`src/rtl/demux_route.sv`:
```
// demux_route: 1-to-NUM_LANES routing demultiplexer.
// One input word per accepted transfer is steered to the lane named by
// in_sel. Each lane keeps a single-entry holding register with valid/ack.
// Out-of-range selects are accepted and dropped, and flagged sticky.
module demux_route #(
  parameter int NUM_LANES = 32,
  parameter int SEL_W     = 5,
  parameter int DATA_W    = 2
) (
  input  logic                        clk,
  input  logic                        rst,
  input  logic                        in_valid,
  input  logic [SEL_W-1:0]            in_sel,
  input  logic [DATA_W-1:0]           in_data,
  output logic                        in_ready,
  output logic [NUM_LANES*DATA_W-1:0] out_data,
  output logic [NUM_LANES-1:0]        out_valid,
  input  logic [NUM_LANES-1:0]        out_ack,
  output logic [15:0]                 xfer_count,
  output logic                        err_sel
);

  logic [NUM_LANES*DATA_W-1:0] out_data_q, out_data_d;
  logic [NUM_LANES-1:0]        out_valid_q, out_valid_d;
  logic [15:0]                 xfer_count_q, xfer_count_d;
  logic                        err_sel_q, err_sel_d;

  logic [NUM_LANES-1:0] lane_hit;    // one-hot decode of in_sel
  logic [NUM_LANES-1:0] lane_open;   // lane can take a word this cycle
  logic                 sel_in_range;
  logic                 accept;

  // Zero-extend before comparing so a full 2^SEL_W lane count still works.
  assign sel_in_range = (32'(in_sel) < NUM_LANES);

  genvar gi;
  generate
    for (gi = 0; gi < NUM_LANES; gi++) begin : g_lane
      assign lane_hit[gi]  = (in_sel == SEL_W'(gi));
      // A lane being drained this cycle may be refilled in the same cycle.
      assign lane_open[gi] = !out_valid_q[gi] || out_ack[gi];

      // Lane next state: load beats drain, drain beats hold; data kept on drain.
      always_comb begin
        out_valid_d[gi]                   = out_valid_q[gi];
        out_data_d[gi*DATA_W +: DATA_W]   = out_data_q[gi*DATA_W +: DATA_W];
        if (accept && lane_hit[gi]) begin
          out_valid_d[gi]                 = 1'b1;
          out_data_d[gi*DATA_W +: DATA_W] = in_data;
        end else if (out_valid_q[gi] && out_ack[gi]) begin
          out_valid_d[gi]                 = 1'b0;
        end
      end
    end
  endgenerate

  // Ready is a function of the selected lane only, never of in_valid.
  assign in_ready = sel_in_range ? |(lane_hit & lane_open) : 1'b1;
  assign accept   = in_valid && in_ready;

  // Counter and sticky error next state.
  always_comb begin
    xfer_count_d = xfer_count_q;
    err_sel_d    = err_sel_q;
    if (accept && sel_in_range) begin
      xfer_count_d = xfer_count_q + 16'd1;
    end
    if (accept && !sel_in_range) begin
      err_sel_d = 1'b1;
    end
  end

  // State registers; reset clears everything without waiting for an edge.
  always_ff @(posedge clk or posedge rst) begin
    if (rst) begin
      out_data_q   <= '0;
      out_valid_q  <= '0;
      xfer_count_q <= '0;
      err_sel_q    <= 1'b0;
    end else begin
      out_data_q   <= out_data_d;
      out_valid_q  <= out_valid_d;
      xfer_count_q <= xfer_count_d;
      err_sel_q    <= err_sel_d;
    end
  end

  assign out_data   = out_data_q;
  assign out_valid  = out_valid_q;
  assign xfer_count = xfer_count_q;
  assign err_sel    = err_sel_q;

endmodule

```
`config.mk`:
```
export PLATFORM = sky130hd
export DESIGN_NAME = demux_route
export DESIGN_NICKNAME = d
export VERILOG_FILES = /design/src/rtl/demux_route.sv
export SDC_FILE = /design/constraint.sdc
export NUM_CORES = 1
export LEC_CHECK = 0
export CORE_MARGIN = 8
export CORE_UTILIZATION = 43
export CTS_CLUSTER_SIZE = 14
export DETAILED_ROUTE_END_ITERATION = 8
export PLACE_DENSITY = 0.79
export SLEW_MARGIN = 10
export SYNTH_ARGS = -nofsm -noshare
export SYNTH_HDL_FRONTEND = slang
export SYNTH_SLANG_ARGS = --single-unit
```
`constraint.sdc`:
```
create_clock -name clk -period 3.4 [get_ports clk]
set_clock_uncertainty 0.05 [all_clocks]
set_input_delay 0.68 -clock clk [delete_from_list [all_inputs] [get_ports clk]]
set_output_delay 0.68 -clock clk [all_outputs]
set_load 0.05 [all_outputs]
```
-- After elaboration in Yosys (flattened, before gate mapping)
Cells that the tools add are included.
- muxes and demuxes: 64
- equal/unequal tests: 31
- reduce and logical (&&, ||, !) cells: 163
- bitwise gates (word level): 1
- add/sub/neg operators: 1
- operator list (operator ; count):
    $eq A5 B5 Y1 const B ; 16
    $logic_and A1 B1 Y1 ; 65
    $mux W1 ; 64
    $reduce_bool A2 Y1 ; 32
    $eq A5 B4 Y1 const B ; 8
    $and A32 B32 Y32 ; 1
    $logic_not A1 Y1 ; 32
    $logic_or A1 B1 Y1 ; 32
    $reduce_or A32 Y1 ; 1
    $eq A5 B3 Y1 const B ; 4
    $add A16 B1 Y16 const B ; 1
    $eq A5 B2 Y1 const B ; 2
    $eq A5 B1 Y1 const B ; 1
    $logic_not A5 Y1 ; 1
- word-level logic and storage cells: 325
- register bits after elaboration: 112
- output and inout bits: 114
- input bits: 42

-- Logic depth before layout (Yosys ltp)
Gate-level depths: netlist (run 1).
- depth after elaboration: 7
- mapped depth: 11
- mapped depth without buffers: 7

-- Worst setup path after synthesis (run 1)
Ideal clock, no wire load.
- kind: input to output
- start: in in_sel[2]
- end: out in_ready
- required time: 2.670 ns
- path slack: 0.119 ns
- stages on the path: 10
- data arrival time: 2.551 ns
- path through: buf_4 -> buf_2 -> nor3b_1 -> o21ai_0 -> a221oi_1 -> o221ai_1 -> buf_2 -> buf_4 -> buf_2 -> or2_2
- word-level cells in the longest chain between the ends: 3
- elaborated cells on any way between the ends: 34
- ends and longest elaborated chain (item ; line ; source):
    start: declaration ; 13 ; input logic [SEL_W-1:0] in_sel,
    $eq A5 B1 Y1 (tied with other cells) ; 39 ; assign lane_hit[gi] = (in_sel == SEL_W'(gi));
    $and A32 B32 Y32 (*) ; 58 ; assign in_ready = sel_in_range ? |(lane_hit & lane_open) : 1'b1;
    $reduce_or A32 Y1 (*) ; 58 ;
    end: declaration ; 15 ; output logic in_ready,
Every way passes the cells marked *; elsewhere a longest branch is shown, timed or not.

-- Worst setup path in the final report (run 1)
- start: in in_sel[1]
- end: out in_ready
Same word-level chain as after synthesis.

==> run summary, run 1 <==
Status: complete, no violations
Final Critical Period: 3340 ps
Critical-path maximum fanout: 11
Average routed wire per standard cell: 19.1 um
Hold Path Class: reg2reg
Fraction of layout instances using a drive strength above 1: 22.7%
Gr usage total: 19.4%
FMAX: 299 MHz
Setup Total Neg Slack: 0 ps
Util after Layout: 62.7%
Worst setup SP type: input port
Switching Share: 37.7%
CP arrival: 2610 ps
First-pass GRT wire length: 24.3 mm
Sequential fraction of the synthesis area: 54.6%
IO Pins: 156
Synth cell types: 51
Synth warnings: 0
CTS tree: yes
CP Capture Type: output port
Clk_lat worst skew: 350 ps
PD cells: 565 mW/mm^2
Root Driver: clkbuf_16
Worst slew pin tran: 606 ps
Vias: 4,159
Clock sink total: 112
Dpl hpwl: 11.3 mm
Peak supply drop: 0.461 mV
Cell area after synthesis: 0.00514 mm^2
Antenna viol nets, final: 0
EDFF count, synth: 0
Clock share of power: 23.4%
Standard-cell rows: 40
Final setup violation count: 0
Cells after Synth: 445
Core area: 0.0119 mm^2
Design Area, Final: 0.00744 mm^2
Overflow after GRT: 0
DP Area: 0.00713 mm^2
Comb pwr share: 37.3%
Synthesized area per cell: 11.5 um^2
Final Total Pwr: 4200 uW
WP data required: 2670 ps
Overall die width: 125 um
CTS H-tree lvls: 3
Setup bufs post-CTS: 0
Relative slew slack: 59.6%
Clock transition at the registers of the reported paths: 70 ps
Top_reg_cell synth: dfrtp_1
P_sw: 1590 uW
FFs w/ async S/R, synth: 100%
Lkg Pwr: 0.00333 uW
Final Hold Violating Endpoints: 0
Hold_ws: 425 ps
Sequential power share: 39.4%
RSZ-0062 raised after global routing: false
Die area: 0.0157 mm^2
Num CTS Buffers: 9
Number of port buffers: 154
Largest net degree at the start of global routing: 113
Period Utilization, post-route: 98.3%
Initial antenna violation count: 1
Initial DRC Count: 371
Seq cells post-synth: 112
Nets: 672
CTS max path bufs: 2
Placer Congestion: 0.848
Pint: 2620 uW
Chip Height: 125 um
Filler Cell Count: 962
Crit Path Class: in2out
Total routed wirelength: 14.9 mm
Mapped Nets: 488
Max Cap Violations: 0
Starting density of the core: 43.3%
Number of global-route vias before repair: 4,516
Vias per std cell: 5.33
Area grow syn2layout: 44.8%
Remaining DRCs: 0
DR pass1 iterations: 4
Slew Limit Fails: 0
## cell usage in the layout, fill, tap and decap left out, drive strengths merged, types with 13 or more instances in the layout
cell type,n
o211ai,13
xnor2,15
nor2,28
dfrtp,112
clkdlybuf4s50,152
o21ai,40
buf,49
mux2,65
nand2b,22
nand2,21
inv,18
nor2b,18
## kinds of logic (layout without fill, tap and decap cells)
group / Yosys count / in the layout / synth area share (%)
other: 1 / 2 / 0.0730
XOR/XNOR: 15 / 15 / 2.56
adder cells (fa/ha/maj): 1 / 1 / 0.244
flip-flops: 112 / 112 / 54.6
AND/OR/NAND/NOR: 123 / 123 / 13.5
multiplexers: 65 / 65 / 14.2
AO/OA/AOI/OAI: 80 / 80 / 10.5
buffers and inverters: 48 / 236 / 4.29
## synth_stat cells (2+ instances only)
library cell	number	area share, %
inv_1	19	1.4
o21ai_0	39	3.8
o31a_1	2	0.34
mux2_2	64	14
dfrtp_1	112	55
and2_1	3	0.37
or2_2	2	0.24
and3_1	6	0.73
nor2_1	28	2.0
a22o_1	2	0.34
and4_1	2	0.34
nor2b_1	18	2.2
clkbuf_1	13	0.95
nand4b_1	3	0.51
buf_2	7	0.68
o211ai_2	3	0.73
a21oi_1	3	0.29
o211ai_1	10	1.5
xnor2_1	15	2.6
nand3_1	4	0.39
o2111ai_1	8	1.4
o22ai_1	3	0.37
nand2b_1	22	2.7
nand3b_1	3	0.44
buf_4	6	0.88
nand4_1	2	0.24
nor4_1	2	0.24
nand2_1	21	1.5
## worst max-delay path, cell delays in order
cell,delay (ps)
clkdlybuf4s50_1,400
buf_4,170
or4b_4,560
o221a_2,270
o221ai_4,200
or2_4,170
buf_6,150
## area by class of cell
class / count / area [um^2] / share of cell area [%]
timing repair buffer: 202 / 1940 / 26.1
antenna: 1 / 2.50 / 0.0336
sequential: 112 / 2800 / 37.7
multi-input combinational: 285 / 2160 / 29.1
clock buffer: 11 / 253 / 3.40
tap: 147 / 184 / 2.47
clock inverter: 4 / 20.0 / 0.269
inverter: 19 / 75.1 / 1.01
## registers in the layout, indices dropped and copies added, names as in the netlist
signal,count
xfer_count,16
out_valid,32
out_data,64
## routing by layer
metal	share of wire [%]	GRT usage, %	vias to the layer above	wire [um]
met1	41	22.9	2068	6060
met2	49	31.9	153	7310
li1	-	-	1925	-
met4	1.5	5.23	0	225
met3	8.9	7.95	13	1330
met5	0	0	-	0
## power by group through the flow
| stage | logic (uW) | registers (uW) | clock network (uW) |
|---|---|---|---|
| 2_1_floorplan | 326 | 2330 | 0 |
| 3_3_place_gp | 1550 | 1660 | 0 |
| 3_5_place_dp | 1570 | 1680 | 0 |
| 4_1_cts | 1580 | 1660 | 1010 |
| 5_1_grt | 1640 | 1680 | 1050 |
| 6_report | 1570 | 1650 | 982 |
## through the flow
stage | instances | worst slack, ps
after detailed placement | 765 | -155
after global placement | 765 | -69.7
after CTS | 780 | 10.1
after global routing | 781 | 10.1
final | 781 | 58.6
after floorplan | 445 | 119
## path summary, 6_finish.rpt
kind	startpoint	endpoint	slack, ps	cells past startpoint
max	in_sel[1]	in_ready	60	7
min	xfer_count[15]	xfer_count[15]	430	1
max reg2reg	out_valid[17]	out_data[63]	850	8
min reg2reg	xfer_count[15]	xfer_count[15]	430	1
max in group asynchronous	rst	out_data[0]	2030	3
min in group asynchronous	rst	out_data[24]	770	3
## repair_timing
| action | in CTS | in global routing |
|---|---|---|
| gates resized for setup | 4 | 5 |
| endpoints found under the setup margin | 1 | 1 |
| gates cloned | 0 | 0 |
| pin swaps | 1 | 1 |
| hold buffers | 0 | 0 |
Note: power is estimated with default switching activity, not from simulation.
==> inputs of run 2 (changes only) <==
Settings changed: CORE_MARGIN 8 to 3.
Clock period 3.4 ns to 3 ns, I/O delays scaled along.
==> run summary, run 2 (synthesized netlist as in run 1, its figures left out) <==
CTS H-tree lvls: 3 (unchanged)
Status: complete, no violations
Number of port buffers: 154 (unchanged)
Starting density of the core: 44.4% (+1.1 points)
Crit Path Class: in2out
Switching Share: 37.1% (-0.66 points)
Period Utilization, post-route: 98.3%
Final Hold Violating Endpoints: 0 (unchanged)
First-pass GRT wire length: 23.0 mm (-5.5%)
Standard-cell rows: 39 (-2.5%)
Number of global-route vias before repair: 4,472 (-0.97%)
FMAX: 339 MHz
WP data required: 2350 ps (-320 ps)
PD cells: 638 mW/mm^2 (+13%)
Initial antenna violation count: 0 (-1)
WL met3: 882 um (-34%)
Relative slew slack: 59.2% (-0.45 points)
Total routed wirelength: 14.4 mm (-3.7%)
Num CTS Buffers: 9 (unchanged)
DR pass1 iterations: 4 (unchanged)
Final Critical Period: 2950 ps
Clk_lat worst skew: 350 ps (about the same)
Chip Height: 115 um (-8.0%)
IO Pins: 156 (unchanged)
Placer Congestion: 0.943 (+11%)
Root Driver: clkbuf_16
Critical-path maximum fanout: 5 (-6)
Lkg Pwr: 0.00350 uW (+5.1%)
Reg-to-reg slack, setup: 570 ps (-280 ps)
Max reg flops: 64 (unchanged)
CP arrival: 2300 ps (-310 ps)
Initial DRC Count: 233 (-37%)
Slew Limit Fails: 0 (unchanged)
Hold Path Class: reg2reg
Comb pwr share: 36.2% (-1.1 points)
Overflow after GRT: 0 (unchanged)
Final setup violation count: 0 (unchanged)
CP Capture Type: output port
Clock transition at the registers of the reported paths: 70 ps (about the same)
Dpl hpwl: 10.5 mm (-7.0%)
Max Cap Violations: 0 (unchanged)
Gr usage total: 22.2% (+2.8 points)
M1 WL: 6.08 mm (+0.30%)
Clock sink total: 112 (unchanged)
Remaining DRCs: 0 (unchanged)
Vias: 4,211 (+1.3%)
Pint: 3120 uW (+19%)
P_sw: 1840 uW (+16%)
Area grow syn2layout: 51.4%
Worst setup SP type: input port
Worst slew pin tran: 613 ps (+6.81 ps)
Ant. Diodes: 0 (-1)
Antenna viol nets, final: 0 (unchanged)
CTS max path bufs: 2 (unchanged)
Commonest non-fill, non-tap cell in the layout: clkdlybuf4s50_1
Largest net degree at the start of global routing: 113 (unchanged)
Most frequent cells in the layout: clkdlybuf4s50_1 (149), dfrtp_1 (112), buf_4 (69), mux2_2 (64), o21ai_0 (37)
Overall die width: 115 um (-8.0%)
Vias per std cell: 5.22 (-1.9%)
Top Layer Used: met4
CTS tree: yes
Metal2 WL: 7.12 mm (-2.6%)
Core area: 0.0116 mm^2 (-2.5%)
Die area: 0.0133 mm^2 (-15%)
Nets: 701 (+4.3%)
Peak supply drop: 0.372 mV (-19%)
Util after Layout: 67.3% (+4.5 points)
Average routed wire per standard cell: 17.8 um (-6.7%)
Fraction of layout instances using a drive strength above 1: 27.6% (+4.9 points)
RSZ-0062 raised after global routing: false
Final Total Pwr: 4970 uW (+18%)
Sequential power share: 37.8% (-1.6 points)
Clock share of power: 26.0% (+2.6 points)
==> run 2: cell count changes in the layout (fill, tap and decap cells not counted), moves of 2 or more <==
cell	change
buf_4	+25
bufinv_16	+2
nand2b_4	+2
dlygate4sd2_1	+2
clkdlybuf4s50_1	-3
o22ai_1	-2
o22ai_2	+2
clkbuf_8	-2
clkdlybuf4s15_1	+2
clkinv_2	-2
nand2b_1	-2
==> run 2: worst paths after layout <==
kind                           startpoint             end  cells after the start
max                             in_sel[2]        in_ready                      9
min                        xfer_count[15]  xfer_count[15]                      1
max reg2reg                 out_valid[17]    out_data[33]                      9
min reg2reg                xfer_count[15]  xfer_count[15]                      1
max in group asynchronous             rst    out_data[41]                      3
min in group asynchronous             rst    out_data[16]                      3
==> run 2: critical path: stages <==
cell and delay [ps]:
clkdlybuf4s15_1 220, buf_6 150, buf_4 160, o31a_1 300, o31ai_1 190, buf_4 150, o221ai_4 100, or2_4 270
buf_8 150
==> run 2: area by class of cell <==
class | instances | area, um^2
Inverter | 19 | 75.1
Clock buffer | 9 | 225
Multi-Input combinational cell | 285 | 2230
Clock inverter | 7 | 95.1
Sequential cell | 112 | 2800
Tap cell | 143 | 179
Timing Repair Buffer | 231 | 2170
Fill cell | 865 | 3790
==> run 2: routing by layer <==
metal / GRT usage (%) / vias up
met2: 37.5 / 137
met3: 5.37 / 19
met1: 27.9 / 2077
li1: - / 1978
met5: 0 / -
met4: 7.82 / 0
==> run 2: repair_timing <==
item,4_1_cts,5_1_grt
hold endpoints to repair,0,0
gates resized for setup,17,12
hold buffers,0,0
buffers inserted,5,2
endpoints found under the setup margin,1,1
pin swaps,6,7
gates cloned,2,0
==> run 2: through the flow <==
| step | hold WS [ps] | worst slack, ps | instances | instance area (um^2) | TNS, ps |
|---|---|---|---|---|---|
| after floorplan | 646 | 6.00 | 445 | 5160 | 0 |
| after global placement | 413 | -252 | 781 | 7280 | -12630 |
| after detailed placement | 422 | -301 | 781 | 7280 | -17530 |
| after CTS | 432 | 6.80 | 804 | 7700 | 0 |
| after global routing | 437 | 1.81 | 806 | 7780 | 0 |
| final | 444 | 50.1 | 806 | 7780 | 0 |
==> run 2: power by group through the flow <==
stage	clock network, uW	registers (uW)	logic (uW)
CTS	1310	1880	1800
finish	1290	1880	1800
global route	1370	1910	1880
floorplan	0	2640	376
detailed placement	0	1910	1770
global placement	0	1890	1750
